### config.mk
export PLATFORM = sky130hd
export DESIGN_NAME = vga_scan_timing_flat
export DESIGN_NICKNAME = d
export VERILOG_FILES = /design/src/rtl/vga_scan_timing_pkg.sv /design/src/rtl/vga_scan_timing_if.sv /design/src/rtl/vga_scan_timing_scan_axis_counter.sv /design/src/rtl/vga_scan_timing.sv /design/src/flat_wrapper.sv
export SDC_FILE = /design/constraint.sdc
export NUM_CORES = 1
export LEC_CHECK = 0
export CORE_MARGIN = 2
export CORE_UTILIZATION = 52
export DETAILED_ROUTE_END_ITERATION = 7
export GPL_TIMING_DRIVEN = 0
export HOLD_SLACK_MARGIN = 0.06
export PLACE_DENSITY_LB_ADDON = 0.15
export SLEW_MARGIN = 20
export SYNTH_ARGS = -nofsm -noshare
export SYNTH_HDL_FRONTEND = slang
export SYNTH_SLANG_ARGS = --single-unit
export TNS_END_PERCENT = 50
### constraint.sdc
create_clock -name clk -period 3.5 [get_ports clk]
set_clock_uncertainty 0.2 [all_clocks]
set_input_delay 0.7 -clock clk [delete_from_list [all_inputs] [get_ports clk]]
set_output_delay 0.7 -clock clk [all_outputs]
set_load 0.01 [all_outputs]
### src/rtl/vga_scan_timing_pkg.sv
`default_nettype none
//============================================================================
// vga_scan_timing_pkg - shared 640x480@60 raster constants and helpers
// Revision 1.0 - initial release
//============================================================================
package vga_scan_timing_pkg;

    localparam int c_coord_w  = 11;

    localparam int c_h_active = 640;
    localparam int c_h_fp     = 16;
    localparam int c_h_sync   = 96;
    localparam int c_h_bp     = 48;
    localparam int c_h_total  = c_h_active + c_h_fp + c_h_sync + c_h_bp;
    localparam int c_hs_start = c_h_active + c_h_fp;
    localparam int c_hs_end   = c_hs_start + c_h_sync - 1;

    localparam int c_v_active = 480;
    localparam int c_v_fp     = 10;
    localparam int c_v_sync   = 2;
    localparam int c_v_bp     = 33;
    localparam int c_v_total  = c_v_active + c_v_fp + c_v_sync + c_v_bp;
    localparam int c_vs_start = c_v_active + c_v_fp;
    localparam int c_vs_end   = c_vs_start + c_v_sync - 1;

    localparam int c_frame2_row = 490;
    // Screen bounds shared with the sprite blocks
    localparam int c_ground_row = 400;

    typedef logic [c_coord_w-1:0] coord_t;

    // Position one axis would take on the next clock
    function automatic coord_t axis_next(input coord_t cur, input coord_t last, input logic en);
        if (!en)
            return cur;
        return (cur == last) ? '0 : cur + coord_t'(1);
    endfunction

endpackage
`default_nettype wire

### src/rtl/vga_scan_timing_if.sv
`default_nettype none
//============================================================================
// vga_scan_timing_if - raster position/sync bundle between timing and sprites
// Revision 1.0 - initial release
//============================================================================
interface vga_scan_timing_if;
    import vga_scan_timing_pkg::*;

    logic       pix_en;
    coord_t     col;
    coord_t     row;
    logic       hs;
    logic       vs;
    logic       active;
    logic       frame1;
    logic       frame2;
    logic [7:0] frame_cnt;

    modport master (
        input  pix_en,
        output col, row, hs, vs, active, frame1, frame2, frame_cnt
    );

    modport slave (
        output pix_en,
        input  col, row, hs, vs, active, frame1, frame2, frame_cnt
    );

endinterface
`default_nettype wire

### src/rtl/vga_scan_timing_scan_axis_counter.sv
`default_nettype none
//============================================================================
// scan_axis_counter - wrapping 0..MAX axis counter, parks at MAX in reset
// Revision 1.0 - initial release
//============================================================================
module scan_axis_counter
    import vga_scan_timing_pkg::*;
#(
    parameter int MAX = c_h_total - 1
) (
    input  wire logic clk,
    input  wire logic r_n,
    input  wire logic en,
    output coord_t    cnt,
    output logic      wrap
);

    localparam coord_t c_last = coord_t'(MAX);

    coord_t r_cnt;

    always_ff @(posedge clk or negedge r_n) begin
        if (!r_n)
            r_cnt <= c_last;
        else
            r_cnt <= axis_next(r_cnt, c_last, en);
    end

    assign cnt  = r_cnt;
    assign wrap = (r_cnt == c_last);

endmodule
`default_nettype wire

### src/rtl/vga_scan_timing.sv
`default_nettype none
//============================================================================
// vga_scan_timing - VGA raster walker with sync, active and game strobes
// Revision 1.0 - initial release
//============================================================================
module vga_scan_timing
    import vga_scan_timing_pkg::*;
#(
    parameter int H_ACTIVE   = c_h_active,
    parameter int H_FP       = c_h_fp,
    parameter int H_SYNC     = c_h_sync,
    parameter int H_BP       = c_h_bp,
    parameter int V_ACTIVE   = c_v_active,
    parameter int V_FP       = c_v_fp,
    parameter int V_SYNC     = c_v_sync,
    parameter int V_BP       = c_v_bp,
    parameter int FRAME2_ROW = c_frame2_row,
    parameter bit SYNC_POL   = 1'b0
) (
    input  wire logic          clk,
    input  wire logic          r_n,
    vga_scan_timing_if.master  bus
);

    localparam int     c_h_tot  = H_ACTIVE + H_FP + H_SYNC + H_BP;
    localparam int     c_v_tot  = V_ACTIVE + V_FP + V_SYNC + V_BP;
    localparam coord_t c_h_last = coord_t'(c_h_tot - 1);
    localparam coord_t c_v_last = coord_t'(c_v_tot - 1);
    localparam coord_t c_h_act  = coord_t'(H_ACTIVE);
    localparam coord_t c_v_act  = coord_t'(V_ACTIVE);
    localparam coord_t c_hs_lo  = coord_t'(H_ACTIVE + H_FP);
    localparam coord_t c_hs_hi  = coord_t'(H_ACTIVE + H_FP + H_SYNC - 1);
    localparam coord_t c_vs_lo  = coord_t'(V_ACTIVE + V_FP);
    localparam coord_t c_vs_hi  = coord_t'(V_ACTIVE + V_FP + V_SYNC - 1);
    localparam coord_t c_f2_row = coord_t'(FRAME2_ROW);

    logic   w_pix_en;
    logic   w_h_wrap;
    logic   w_v_wrap;
    logic   w_line_start;
    logic   w_frame_end;
    coord_t w_col;
    coord_t w_row;
    coord_t w_col_nxt;
    coord_t w_row_nxt;

    logic       r_hs;
    logic       r_vs;
    logic       r_active;
    logic       r_frame1;
    logic       r_frame2;
    logic       r_started;
    logic [7:0] r_frame_cnt;

    assign w_pix_en = bus.pix_en;

    scan_axis_counter #(.MAX(c_h_tot - 1)) u_h_cnt (
        .clk  (clk),
        .r_n  (r_n),
        .en   (w_pix_en),
        .cnt  (w_col),
        .wrap (w_h_wrap)
    );

    scan_axis_counter #(.MAX(c_v_tot - 1)) u_v_cnt (
        .clk  (clk),
        .r_n  (r_n),
        .en   (w_line_start),
        .cnt  (w_row),
        .wrap (w_v_wrap)
    );

    // Decode from the upcoming position so every output lines up with col/row
    assign w_line_start = w_pix_en & w_h_wrap;
    assign w_frame_end  = w_line_start & w_v_wrap;
    assign w_col_nxt    = axis_next(w_col, c_h_last, w_pix_en);
    assign w_row_nxt    = axis_next(w_row, c_v_last, w_line_start);

    always_ff @(posedge clk or negedge r_n) begin
        if (!r_n) begin
            r_hs        <= ~SYNC_POL;
            r_vs        <= ~SYNC_POL;
            r_active    <= 1'b0;
            r_frame1    <= 1'b0;
            r_frame2    <= 1'b0;
            r_started   <= 1'b0;
            r_frame_cnt <= 8'd0;
        end else begin
            r_hs     <= (w_col_nxt >= c_hs_lo && w_col_nxt <= c_hs_hi) ? SYNC_POL : ~SYNC_POL;
            r_vs     <= (w_row_nxt >= c_vs_lo && w_row_nxt <= c_vs_hi) ? SYNC_POL : ~SYNC_POL;
            r_active <= (w_col_nxt < c_h_act) && (w_row_nxt < c_v_act);
            r_frame1 <= w_line_start && (w_row_nxt == c_v_act);
            r_frame2 <= w_line_start && (w_row_nxt == c_f2_row);
            if (w_pix_en)
                r_started <= 1'b1;
            // The move out of the parked reset position is not a completed frame
            if (w_frame_end && r_started)
                r_frame_cnt <= r_frame_cnt + 8'd1;
        end
    end

    assign bus.col       = w_col;
    assign bus.row       = w_row;
    assign bus.hs        = r_hs;
    assign bus.vs        = r_vs;
    assign bus.active    = r_active;
    assign bus.frame1    = r_frame1;
    assign bus.frame2    = r_frame2;
    assign bus.frame_cnt = r_frame_cnt;

endmodule
`default_nettype wire
### src/flat_wrapper.sv
// flat-port wrapper written by rule: the top's interface ports become plain ports
module vga_scan_timing_flat import vga_scan_timing_pkg::*;
#(
    parameter int H_ACTIVE   = c_h_active,
    parameter int H_FP       = c_h_fp,
    parameter int H_SYNC     = c_h_sync,
    parameter int H_BP       = c_h_bp,
    parameter int V_ACTIVE   = c_v_active,
    parameter int V_FP       = c_v_fp,
    parameter int V_SYNC     = c_v_sync,
    parameter int V_BP       = c_v_bp,
    parameter int FRAME2_ROW = c_frame2_row,
    parameter bit SYNC_POL   = 1'b0
)
  (clk, r_n, bus_pix_en, bus_col, bus_row, bus_hs, bus_vs, bus_active, bus_frame1, bus_frame2, bus_frame_cnt);
  vga_scan_timing_if bus_i ();
  input  wire logic clk;
  input  wire logic r_n;
  input wire logic [$bits(bus_i.pix_en)-1:0] bus_pix_en;
  output wire logic [$bits(bus_i.col)-1:0] bus_col;
  output wire logic [$bits(bus_i.row)-1:0] bus_row;
  output wire logic [$bits(bus_i.hs)-1:0] bus_hs;
  output wire logic [$bits(bus_i.vs)-1:0] bus_vs;
  output wire logic [$bits(bus_i.active)-1:0] bus_active;
  output wire logic [$bits(bus_i.frame1)-1:0] bus_frame1;
  output wire logic [$bits(bus_i.frame2)-1:0] bus_frame2;
  output wire logic [$bits(bus_i.frame_cnt)-1:0] bus_frame_cnt;
  assign bus_i.pix_en = bus_pix_en;
  assign bus_col = bus_i.col;
  assign bus_row = bus_i.row;
  assign bus_hs = bus_i.hs;
  assign bus_vs = bus_i.vs;
  assign bus_active = bus_i.active;
  assign bus_frame1 = bus_i.frame1;
  assign bus_frame2 = bus_i.frame2;
  assign bus_frame_cnt = bus_i.frame_cnt;
  vga_scan_timing #(.H_ACTIVE(H_ACTIVE), .H_FP(H_FP), .H_SYNC(H_SYNC), .H_BP(H_BP), .V_ACTIVE(V_ACTIVE), .V_FP(V_FP), .V_SYNC(V_SYNC), .V_BP(V_BP), .FRAME2_ROW(FRAME2_ROW), .SYNC_POL(SYNC_POL)) u_core (.clk(clk), .r_n(r_n), .bus(bus_i));
endmodule
==> flow_summary.toml <==
[timing]
whs_ns = 0.113
fmax_mhz = 313
fin_tns_setup_ns = 0
finalHoldViolCount = 0
tightest_slew_ns = 0.860
drv_slew = 0
grt_setup_unrepaired = "false"
period_share = 0.913
period_needed_ns = 3.20
maxSlewHeadroom = 0.422
finalWorstSetupSlack_ns = 0.303
final-setup-viol-count = 0

[pwr]
p_leak_nw = 1.03
p_total_mw = 1.24
peakVddDrop_mv = 0.410
p_per_area_mw_per_mm2 = 488

[synth]
synth_area_leaders = "dfrtp_1 (30%), dfstp_2 (16%), xnor2_1 (6.6%)"
syn_nets = 215
ys_ff_latch = 36
synthArstFlopShare = 1.00
ys.flop_type = "dfrtp_1"
ys_types = 48
synth_top_area_frac = 0.300
yosysTopAreaCell = "dfrtp_1"
synth_warnings = 0
avgSynthCellArea_um2 = 9.62
ys_seq_area_frac = 0.458
syn-cell-area_mm2 = 0.00200
syn-instance-count = 208
synth_edf_count = 0

[route]
drt_iter0_drc = 124
drc = 0
totalWireLength_um = 4280
num_vias = 1692
viasPerCell = 5.62
routedWlPerCell_um = 14.2
ant_nets = 0
firstDrtPassIters = 4

[setup_path]
rr_endpoint = "u_core.bus.vs$_DFF_PN1_"
cp_max_fo = 10
slowest_stage = "dfstp_2"
r2r_setup_slack_ns = 0.30
r2r-start = "u_core.u_h_cnt.cnt[0]$_DFF_PN1_"
endpoint = "u_core.bus.vs$_DFF_PN1_"
criticalPathCategory = "reg -> reg"
crit_arrival_ns = 3.20
cp_slowest_stage_delay_ns = 0.56
worstPathRequired_ns = 3.50
setup.worst_path.start = "u_core.u_h_cnt.cnt[0]$_DFF_PN1_"
path_cells = "ha_1 -> nand4_2 -> nor4_4 -> clkbuf_1 -> a22oi_1 -> o21ai_0 -> nand2_1 -> or4_1"
reg2reg_depth = 8
worstSetupEndpointType = "flop"
critPathLaunchType = "flop"

[place]
place_area_mm2 = 0.00244
place_ws_ns = 0.263
numPortBuffers = 36
gp_congestion = 0.834
placed_cells = 293
hpwl_um = 3210

[final_layout]
fin_util = 0.690
final_common_cell = "clkdlybuf4s50_1"
nNetsFinal = 259
fin_cells = 301
syn_to_final_growth_pct = 27.1
fillers = 298
drive_above_1_share = 0.158
stdcell_area_mm2 = 0.00254
n_antenna_cell = 0
mostFrequentLayoutCells = "clkdlybuf4s50_1 (35), dfrtp_1 (24), nor2_1 (18), nand2_1 (18), xnor2_1 (15)"

[die]
die_w_um = 66.0
io_pins = 38
core-area_mm2 = 0.00369
start_util = 0.543
die_h_um = 66.0
num_rows = 22
die-area_mm2 = 0.00436

[global_routing]
gr-total-overflow = 0
grt_pass1_vias = 1636
grt_pass1_wl_um = 7580
grt_max_degree = 24
antenna_found_initial = 0
grt_util_all_layers = 0.225

[cts]
postCtsSetupBuffers = 0
clock_tree.root_cell = "clkbuf_8"
clk_path_buf_depth = 2
hold_buffers = 0
clock_latency_ns = 0.29
cts_sinks = 36
cts_max_level = 2
clk_pin_slew_worst_paths_ns = 0.07
cts_tree = "yes"
cts_resized = 0
cts_buffers = 5

[flow_run]
maxCapViolations = 0

[outcome]
status = "completed"

[hold_path]
hold_class = "in -> async"
==> layer usage <==
metal	up-vias	GRT usage	part of all wire
met4	0	0.0612	0.011
met2	45	0.375	0.51
met5	-	0	0
li1	829	-	-
met3	5	0.0528	0.042
met1	813	0.295	0.44
==> how the worst min path moves through the flow <==
stage / startpoint / end / slack [ns] / depth (start not counted)
global placement: u_core.bus.frame_cnt[7]$_DFFE_PN0P_ / u_core.bus.frame_cnt[7]$_DFFE_PN0P_ / 0.26 / 1
CTS: r_n / u_core.u_v_cnt.cnt[6]$_DFF_PN0_ / 0.12 / 1
floorplan: r_n / u_core.bus.active$_DFF_PN0_ / 0.20 / 0
global route: r_n / u_core.u_v_cnt.cnt[8]$_DFF_PN0_ / 0.14 / 1
finish: r_n / u_core.u_v_cnt.cnt[0]$_DFF_PN0_ / 0.11 / 1
detailed placement: u_core.bus.frame_cnt[7]$_DFFE_PN0P_ / u_core.bus.frame_cnt[7]$_DFFE_PN0P_ / 0.29 / 1
==> flip-flops by register name (all words and copies together), names as in the netlist <==
| signal | cells |
|---|---|
| u_core.bus.active | 1 |
| u_core.bus.frame1 | 1 |
| u_core.bus.frame2 | 1 |
| u_core.bus.frame_cnt | 8 |
| u_core.bus.hs | 1 |
| u_core.bus.vs | 1 |
| u_core.r_started | 1 |
| u_core.u_h_cnt.cnt | 11 |
| u_core.u_v_cnt.cnt | 11 |
==> report_power, final <==
part           leakage, nW  total (mW)  switching, mW  internal [mW]
Combinational        0.537       0.363          0.175          0.188
Sequential           0.443       0.559         0.0676          0.491
Clock               0.0515       0.320          0.140          0.180
Total                 1.03        1.24          0.383          0.858
==> cell type report <==
type	instances	area [um^2]	share of cell area
clock buffer	8	100	0.0393
buffer	9	51.3	0.0202
tap	48	60.1	0.0236
inverter	12	45.0	0.0177
multi-input combinational	151	990	0.389
timing repair buffer	37	383	0.150
sequential	36	916	0.360
==> cell usage after synthesis (2+ instances only) <==
cell type and instances:
ha_1 4, o31a_1 2, nand4_1 6, nor3_1 6, a31oi_1 2, xnor2_1 15, a211oi_1 2, o211ai_1 3
or2_2 3, xor2_1 8, buf_2 5, o21ai_0 12, mux2_2 2, dfstp_2 12, and4_1 2, inv_1 11
nor4_1 5, nand3_1 14, nor2_1 18, dfrtp_1 24, o31ai_1 2, a21oi_1 5, nand2_1 18, nor4b_1 2
clkbuf_1 2
==> worst max-delay path, delay by kind of cell (launching register included) <==
| family | cells | cell delay, ns |
|---|---|---|
| buffers and inverters | 1 | 0.46 |
| adders and majority gates | 1 | 0.20 |
| DFF | 1 | 0.56 |
| and+or+nand+nor | 4 | 1.32 |
| AOI/OAI and AO/OA | 2 | 0.37 |
==> cells by family (layout without fill, tap and decap cells) <==
family                   after synthesis  in the layout  synth area share
AO/OA/AOI/OAI                         35             35             0.113
XOR/XNOR                              23             23             0.101
adder cells (fa/ha/maj)                4              4            0.0250
buffers and inverters                 21             66            0.0481
flip-flops                            36             36             0.458
multiplexers                           2              2            0.0112
AND/OR/NAND/NOR                       87             87             0.244
No activity file was read; power rests on OpenSTA's default activity.
